==> src/rtl/fetch_queue_pkg.sv <==
// Shared sizing constants and the queue entry type for the instruction-fetch front end.
package fetch_queue_pkg;

    localparam int PC_W    = 9;
    localparam int INS_W   = 32;
    localparam int DEPTH   = 4;
    localparam int PC_STEP = 4;

    // Occupancy-style counters must be able to represent DEPTH itself.
    localparam int CNT_W = $clog2(DEPTH + 1);
    localparam int PTR_W = $clog2(DEPTH);

    typedef struct packed {
        logic [PC_W-1:0]  pc;
        logic [INS_W-1:0] instr;
    } fq_entry_t;

endpackage

==> src/rtl/fetch_fifo.sv <==
// Circular buffer of fetched {pc, instr} entries with count and full/empty flags.
// A flush empties the queue in one edge; its stale contents remain but are unreachable.
module fetch_fifo
    import fetch_queue_pkg::*;
(
    input  logic             clk,
    input  logic             reset,
    input  logic             flush,
    input  logic             push,
    input  fq_entry_t        push_data,
    input  logic             pop,
    output fq_entry_t        head,
    output logic [CNT_W-1:0] count,
    output logic             full,
    output logic             empty
);

    logic [PTR_W-1:0] wr_ptr_q, wr_ptr_d;
    logic [PTR_W-1:0] rd_ptr_q, rd_ptr_d;
    logic [CNT_W-1:0] count_q, count_d;
    fq_entry_t        mem_q [DEPTH];

    // Next pointer and occupancy; flush overrides any push or pop in the same cycle.
    always_comb begin
        wr_ptr_d = wr_ptr_q;
        rd_ptr_d = rd_ptr_q;
        count_d  = count_q;
        if (flush) begin
            wr_ptr_d = '0;
            rd_ptr_d = '0;
            count_d  = '0;
        end else begin
            if (push) wr_ptr_d = wr_ptr_q + PTR_W'(1);
            if (pop)  rd_ptr_d = rd_ptr_q + PTR_W'(1);
            if (push && !pop)      count_d = count_q + CNT_W'(1);
            else if (!push && pop) count_d = count_q - CNT_W'(1);
        end
    end

    // Pointer and count registers.
    always_ff @(posedge clk or negedge reset) begin
        if (!reset) begin
            wr_ptr_q <= '0;
            rd_ptr_q <= '0;
            count_q  <= '0;
        end else begin
            wr_ptr_q <= wr_ptr_d;
            rd_ptr_q <= rd_ptr_d;
            count_q  <= count_d;
        end
    end

    // Entry storage; cleared on reset so the head reads as zero out of reset.
    always_ff @(posedge clk or negedge reset) begin
        if (!reset) begin
            for (int i = 0; i < DEPTH; i++) mem_q[i] <= '0;
        end else if (push && !flush) begin
            mem_q[wr_ptr_q] <= push_data;
        end
    end

    assign head  = mem_q[rd_ptr_q];
    assign count = count_q;
    assign full  = (count_q == CNT_W'(DEPTH));
    assign empty = (count_q == '0);

endmodule

==> src/rtl/fetch_queue.sv <==
// Fetch front end: credit-limited in-order issue to instruction memory, PC tagging
// of responses, discard of stale responses after a redirect, and the IF/ID head.
module fetch_queue
    import fetch_queue_pkg::*;
(
    input  logic             clk,
    input  logic             reset,
    output logic             imem_req,
    output logic [PC_W-1:0]  imem_addr,
    input  logic             imem_rvalid,
    input  logic [INS_W-1:0] imem_rdata,
    input  logic             stall,
    input  logic             redirect,
    input  logic [PC_W-1:0]  redirect_pc,
    output logic             if_valid,
    output logic [PC_W-1:0]  if_pc,
    output logic [INS_W-1:0] if_instr
);

    logic [PC_W-1:0]  fetch_pc_q, fetch_pc_d;
    logic [PC_W-1:0]  resp_pc_q, resp_pc_d;
    logic [CNT_W-1:0] outstanding_q, outstanding_d;
    logic [CNT_W-1:0] discard_q, discard_d;

    logic [CNT_W-1:0] count;
    logic             full;
    logic             empty;
    fq_entry_t        head;
    fq_entry_t        push_data;
    logic [CNT_W:0]   credit_used;
    logic             issue;
    logic             push;
    logic             pop;

    // Queued plus in-flight fetches may never exceed DEPTH, so a response always has room.
    always_comb begin
        credit_used  = {1'b0, count} + {1'b0, outstanding_q};
        issue        = reset && !redirect && (credit_used < (CNT_W+1)'(DEPTH));
        push         = imem_rvalid && !redirect && (discard_q == '0);
        pop          = !empty && !stall && !redirect;
        push_data.pc    = resp_pc_q;
        push_data.instr = imem_rdata;
    end

    // PC tracking and in-flight bookkeeping; a redirect marks everything in flight as stale.
    always_comb begin
        fetch_pc_d    = fetch_pc_q;
        resp_pc_d     = resp_pc_q;
        outstanding_d = outstanding_q;
        discard_d     = discard_q;
        if (redirect) begin
            fetch_pc_d    = redirect_pc;
            resp_pc_d     = redirect_pc;
            outstanding_d = outstanding_q - CNT_W'(imem_rvalid);
            discard_d     = outstanding_q - CNT_W'(imem_rvalid);
        end else begin
            if (issue) fetch_pc_d = fetch_pc_q + PC_W'(PC_STEP);
            if (push)  resp_pc_d  = resp_pc_q + PC_W'(PC_STEP);
            outstanding_d = outstanding_q + CNT_W'(issue) - CNT_W'(imem_rvalid);
            if (imem_rvalid && (discard_q != '0)) discard_d = discard_q - CNT_W'(1);
        end
    end

    // Front-end state registers.
    always_ff @(posedge clk or negedge reset) begin
        if (!reset) begin
            fetch_pc_q    <= '0;
            resp_pc_q     <= '0;
            outstanding_q <= '0;
            discard_q     <= '0;
        end else begin
            fetch_pc_q    <= fetch_pc_d;
            resp_pc_q     <= resp_pc_d;
            outstanding_q <= outstanding_d;
            discard_q     <= discard_d;
        end
    end

    fetch_fifo u_fifo (
        .clk       (clk),
        .reset     (reset),
        .flush     (redirect),
        .push      (push),
        .push_data (push_data),
        .pop       (pop),
        .head      (head),
        .count     (count),
        .full      (full),
        .empty     (empty)
    );

    assign imem_req  = issue;
    assign imem_addr = fetch_pc_q;
    assign if_valid  = !empty;
    assign if_pc     = head.pc;
    assign if_instr  = head.instr;

    push_into_full: assert property (@(posedge clk) disable iff (!reset) !(push && full));

endmodule

==> config.mk <==
export PLATFORM = sky130hd
export DESIGN_NAME = fetch_queue
export DESIGN_NICKNAME = d
export VERILOG_FILES = /design/src/rtl/fetch_queue_pkg.sv /design/src/rtl/fetch_fifo.sv /design/src/rtl/fetch_queue.sv
export SDC_FILE = /design/constraint.sdc
export NUM_CORES = 1
export LEC_CHECK = 0
export ABC_CLOCK_PERIOD_IN_PS = 6380
export CAP_MARGIN = 20
export CORE_UTILIZATION = 55
export CTS_BUF_LIST = sky130_fd_sc_hd__clkbuf_4
export CTS_CLUSTER_DIAMETER = 80
export CTS_CLUSTER_SIZE = 14
export DETAILED_ROUTE_END_ITERATION = 10
export DONT_BUFFER_PORTS = 1
export HOLD_SLACK_MARGIN = 0.06
export PLACE_DENSITY = 0.75
export SKIP_CTS_REPAIR_TIMING = 1
export SYNTH_ARGS = -nofsm -noshare
export SYNTH_HDL_FRONTEND = slang
export SYNTH_SLANG_ARGS = --single-unit
==> constraint.sdc <==
create_clock -name clk -period 6.38 [get_ports clk]
set_clock_uncertainty 0.05 [all_clocks]
set_input_delay 0.638 -clock clk [delete_from_list [all_inputs] [get_ports clk]]
set_output_delay 0.638 -clock clk [all_outputs]
set_load 0.03 [all_outputs]
==> qor.csv <==
stage,metric,value,unit
timing,Max Slew Vio Count,0,
grt,largest net degree at the start of global routing,197,
finish,Final Cell Area,9280,um2
setup_path,Worst Setup Start Kind,register,
finish,fill count,1236,
detailed_routing,# DRC,0,
finish,Nets,643,
setup_path,CP Buf/Inv Count,1,
setup_path,CP endpoint kind,primary output,
setup_path,WS Path Type,reg2out,
detailed_routing,initial DRC count,248,
floorplanning,FP Rows,45,
synth,Post-synth ARST share,100,%
timing,min Tclk post-route,3.14,ns
setup_path,"setup slack, reg-to-reg",3.54,ns
timing,final worst path period share,49.3,%
setup_path,"Critical Path, Cell by Cell",ha_1 > or4b_4 > or3_4 > clkinv_2,
floorplanning,Die W,129,um
flow_run,Max Cap Viol,0,
synth,synth unique cells,39,
place,placed inst area,8990,um2
synth,Ys Warns,0,
place,cell count after placement,771,
clocking,CTS root buf,clkbuf_4,
synth,dominant synthesized flop cell,dfrtp_1,
power_and_ir_drop,pwr dens,391,nW/um2
timing,highest clock rate,318,MHz
detailed_routing,Post-Route WL,16.4,mm
floorplanning,Die ar.,16600,um2
power_and_ir_drop,leakage power total,4.33,nW
timing,Final WS setup,3.24,ns
timing,unrepaired setup endpoints after global routing,no,
place,pre-CTS WS,3.58,ns
setup_path,r2r startpoint,outstanding_q[2]$_DFF_PN0_,
detailed_routing,TritonRoute pass-1 iters,4,
setup_path,Reg2Reg Depth,9,
synth,Synth Instances,590,
detailed_routing,Post-DRT Antenna Nets,0,
clocking,clock sinks,195,
finish,share of layout cells above drive strength 1,43.5,%
setup_path,required time of the critical path,5.69,ns
setup_path,CP max-delay cell,or4b_4,
setup_path,worst path arrival time,2.46,ns
synth,"top cells by area, synth","dfrtp_1 (55%), mux2_2 (22%), mux4_2 (10%)",
clocking,clock buffer depth,2,
timing,final setup vio count,0,
finish,Area Growth Syn to Fin,5.13,%
timing,setup TNS,0,ns
detailed_routing,post-DR vias/cell,5.94,
synth,"Cell Area, Synth",8830,um2
grt,residual overflow from global routing,0,
place,HPWL Detailed,9.90,mm
setup_path,CP top delay family,simple AND/OR/NAND/NOR gates,
worst_hold_path,Hold Path Class,in2async,
grt,initial antenna violation count,1,
clocking,CTS tree,done,
clocking,clk slew on worst S/H paths,0.14,ns
synth,sequential area share after synthesis,55.3,%
finish,multi-input logic area,3720,um2
grt,Tot GR Track Use,21.3,%
finish,Finished Layout Cells,806,
floorplanning,initial core utilization,57.2,%
floorplanning,Core Region,15400,um2
synth,synthesized area per cell,15.0,um2
timing,final hold viol count,0,
floorplanning,Die Y,129,um
detailed_routing,DR WL/cell,20.3,um
clocking,clk_lat worst skew,0.56,ns
timing,Slew @ Worst Pin,0.968,ns
outcome,outcome,finished clean,
timing,Slew headroom,35.5,%
setup_path,"slowest stage delay, CP",0.52,ns
synth,post-synth top area share,55.3,%
synth,Syn Nets,652,
place,GP Congestion,0.771,
floorplanning,IO Pins,98,
setup_path,reg2reg end,outstanding_q[2]$_DFF_PN0_,
synth,top cell type by total area after synthesis,dfrtp_1,
grt,first-pass GRT wire length,26.6,mm
grt,vias in the first global route,5169,
clocking,CTS H-tree lvls,4,
finish,FF/Latch Area,4880,um2
detailed_routing,via count,4791,
place,Port Buffer Count,0,
clocking,CTS buffer count,17,
power_and_ir_drop,worst vdd ir,0.000198,V
setup_path,Crit Path Max Fanout,12,
synth,Yosys reg bits,195,
synth,Post-synth EDFFs,0,
## per-stage QoR
stage / hold slack (ns) / power (mW) / utilization, %
detailed placement: 0.297 / 3.05 / 58.3
CTS: -0.352 / 3.64 / 59.9
global route: 0.0634 / 3.83 / 60.2
floorplan: 0.292 / 2.85 / -
global placement: 0.298 / 3.00 / 58.3
finish: 0.0423 / 3.62 / 60.2
## flip-flops by register name (all words and copies together) (netlist names)
signal	flops
u_fifo.mem_q	164
outstanding_q	3
u_fifo.rd_ptr_q	2
u_fifo.wr_ptr_q	2
discard_q	3
imem_addr	9
u_fifo.count	3
resp_pc_q	9
## worst max path at each step
| stage | end | start | depth (start not counted) | slack (ns) |
|---|---|---|---|---|
| 4_1_cts | imem_req | outstanding_q[2]$_DFF_PN0_ | 4 | 3.18 |
| 2_1_floorplan | outstanding_q[2]$_DFF_PN0_ | redirect | 10 | 3.58 |
| 6_report | imem_req | outstanding_q[2]$_DFF_PN0_ | 4 | 3.24 |
| 5_1_grt | if_instr[21] | u_fifo.rd_ptr_q[0]$_DFFE_PN0P_ | 1 | 3.14 |
| 3_5_place_dp | outstanding_q[2]$_DFF_PN0_ | outstanding_q[2]$_DFF_PN0_ | 9 | 3.58 |
| 3_3_place_gp | outstanding_q[2]$_DFF_PN0_ | outstanding_q[2]$_DFF_PN0_ | 9 | 3.64 |
## routing by layer
layer | up-vias | global-route usage (%) | share of wire, %
met1 | 2551 | 27.3 | 43
met5 | - | 0 | 0
li1 | 2109 | - | -
met3 | 18 | 5.45 | 5.4
met2 | 113 | 35.3 | 50
met4 | 0 | 7.54 | 1.5
## cell families (layout without fill, tap and decap cells)
family          Yosys count  count (layout)  synth area share [%]
other cells               0               2                     0
fa+ha+maj                16              16                  2.44
flops                   195             195                  55.3
buf+inv                  57              60                  2.65
xor+xnor                 16              16                  1.59
simple gates             69              69                  3.94
compound gates           23              23                  1.60
mux                     214             214                  32.5
## worst register-to-register path: cells and delay by family (launching register included)
family	cells	cell delay, ns
AO/OA/AOI/OAI	1	0.10
XOR/XNOR	2	0.29
adder cells (fa/ha/maj)	3	0.71
buffers and inverters	1	0.21
flip-flops	1	0.45
AND/OR/NAND/NOR	2	0.92
## report_power, final
group | switching (mW) | total [mW] | internal, mW
logic | 0.729 | 1.29 | 0.558
registers | 0.251 | 1.74 | 1.49
clock network | 0.388 | 0.593 | 0.206
## area by class of cell
class | instances | share of cell area, %
sequential | 195 | 52.6
timing repair buffer | 7 | 0.809
clock inverter | 10 | 0.930
inverter | 22 | 0.903
multi-input combinational | 338 | 40.1
tap | 211 | 2.84
clock buffer | 21 | 1.70
antenna | 2 | 0.0539
## synthesized netlist by cell type, drive strengths merged (2+ instances only)
| library cell | instances |
|---|---|
| nand2 | 19 |
| nand3 | 4 |
| fa | 2 |
| mux4 | 41 |
| dfrtp | 195 |
| a21oi | 3 |
| ha | 14 |
| o311ai | 2 |
| inv | 21 |
| xor2 | 8 |
| mux2i | 2 |
| nor2 | 19 |
| clkbuf | 10 |
| and3 | 2 |
| nor4 | 3 |
| o21ai | 14 |
| buf | 25 |
| xnor2 | 8 |
| mux2 | 171 |
| nand4 | 4 |
| nor3 | 8 |
| and2 | 2 |
## placed cells by master, fill, tap and decap left out, drive strengths merged, types with 3 or more instances in the layout
| master | Yosys | layout |
|---|---|---|
| a21oi | 3 | 3 |
| buf | 25 | 6 |
| clkbuf | 10 | 21 |
| clkinv | 1 | 5 |
| clkinvlp | 0 | 4 |
| dfrtp | 195 | 195 |
| ha | 14 | 14 |
| inv | 21 | 22 |
| mux2 | 171 | 171 |
| mux4 | 41 | 41 |
| nand2 | 19 | 19 |
| nand3 | 4 | 4 |
| nand4 | 4 | 4 |
| nor2 | 19 | 19 |
| nor3 | 8 | 8 |
| nor4 | 3 | 3 |
| o21ai | 14 | 14 |
| xnor2 | 8 | 8 |
| xor2 | 8 | 8 |
Power figures use the tool's default switching activity.
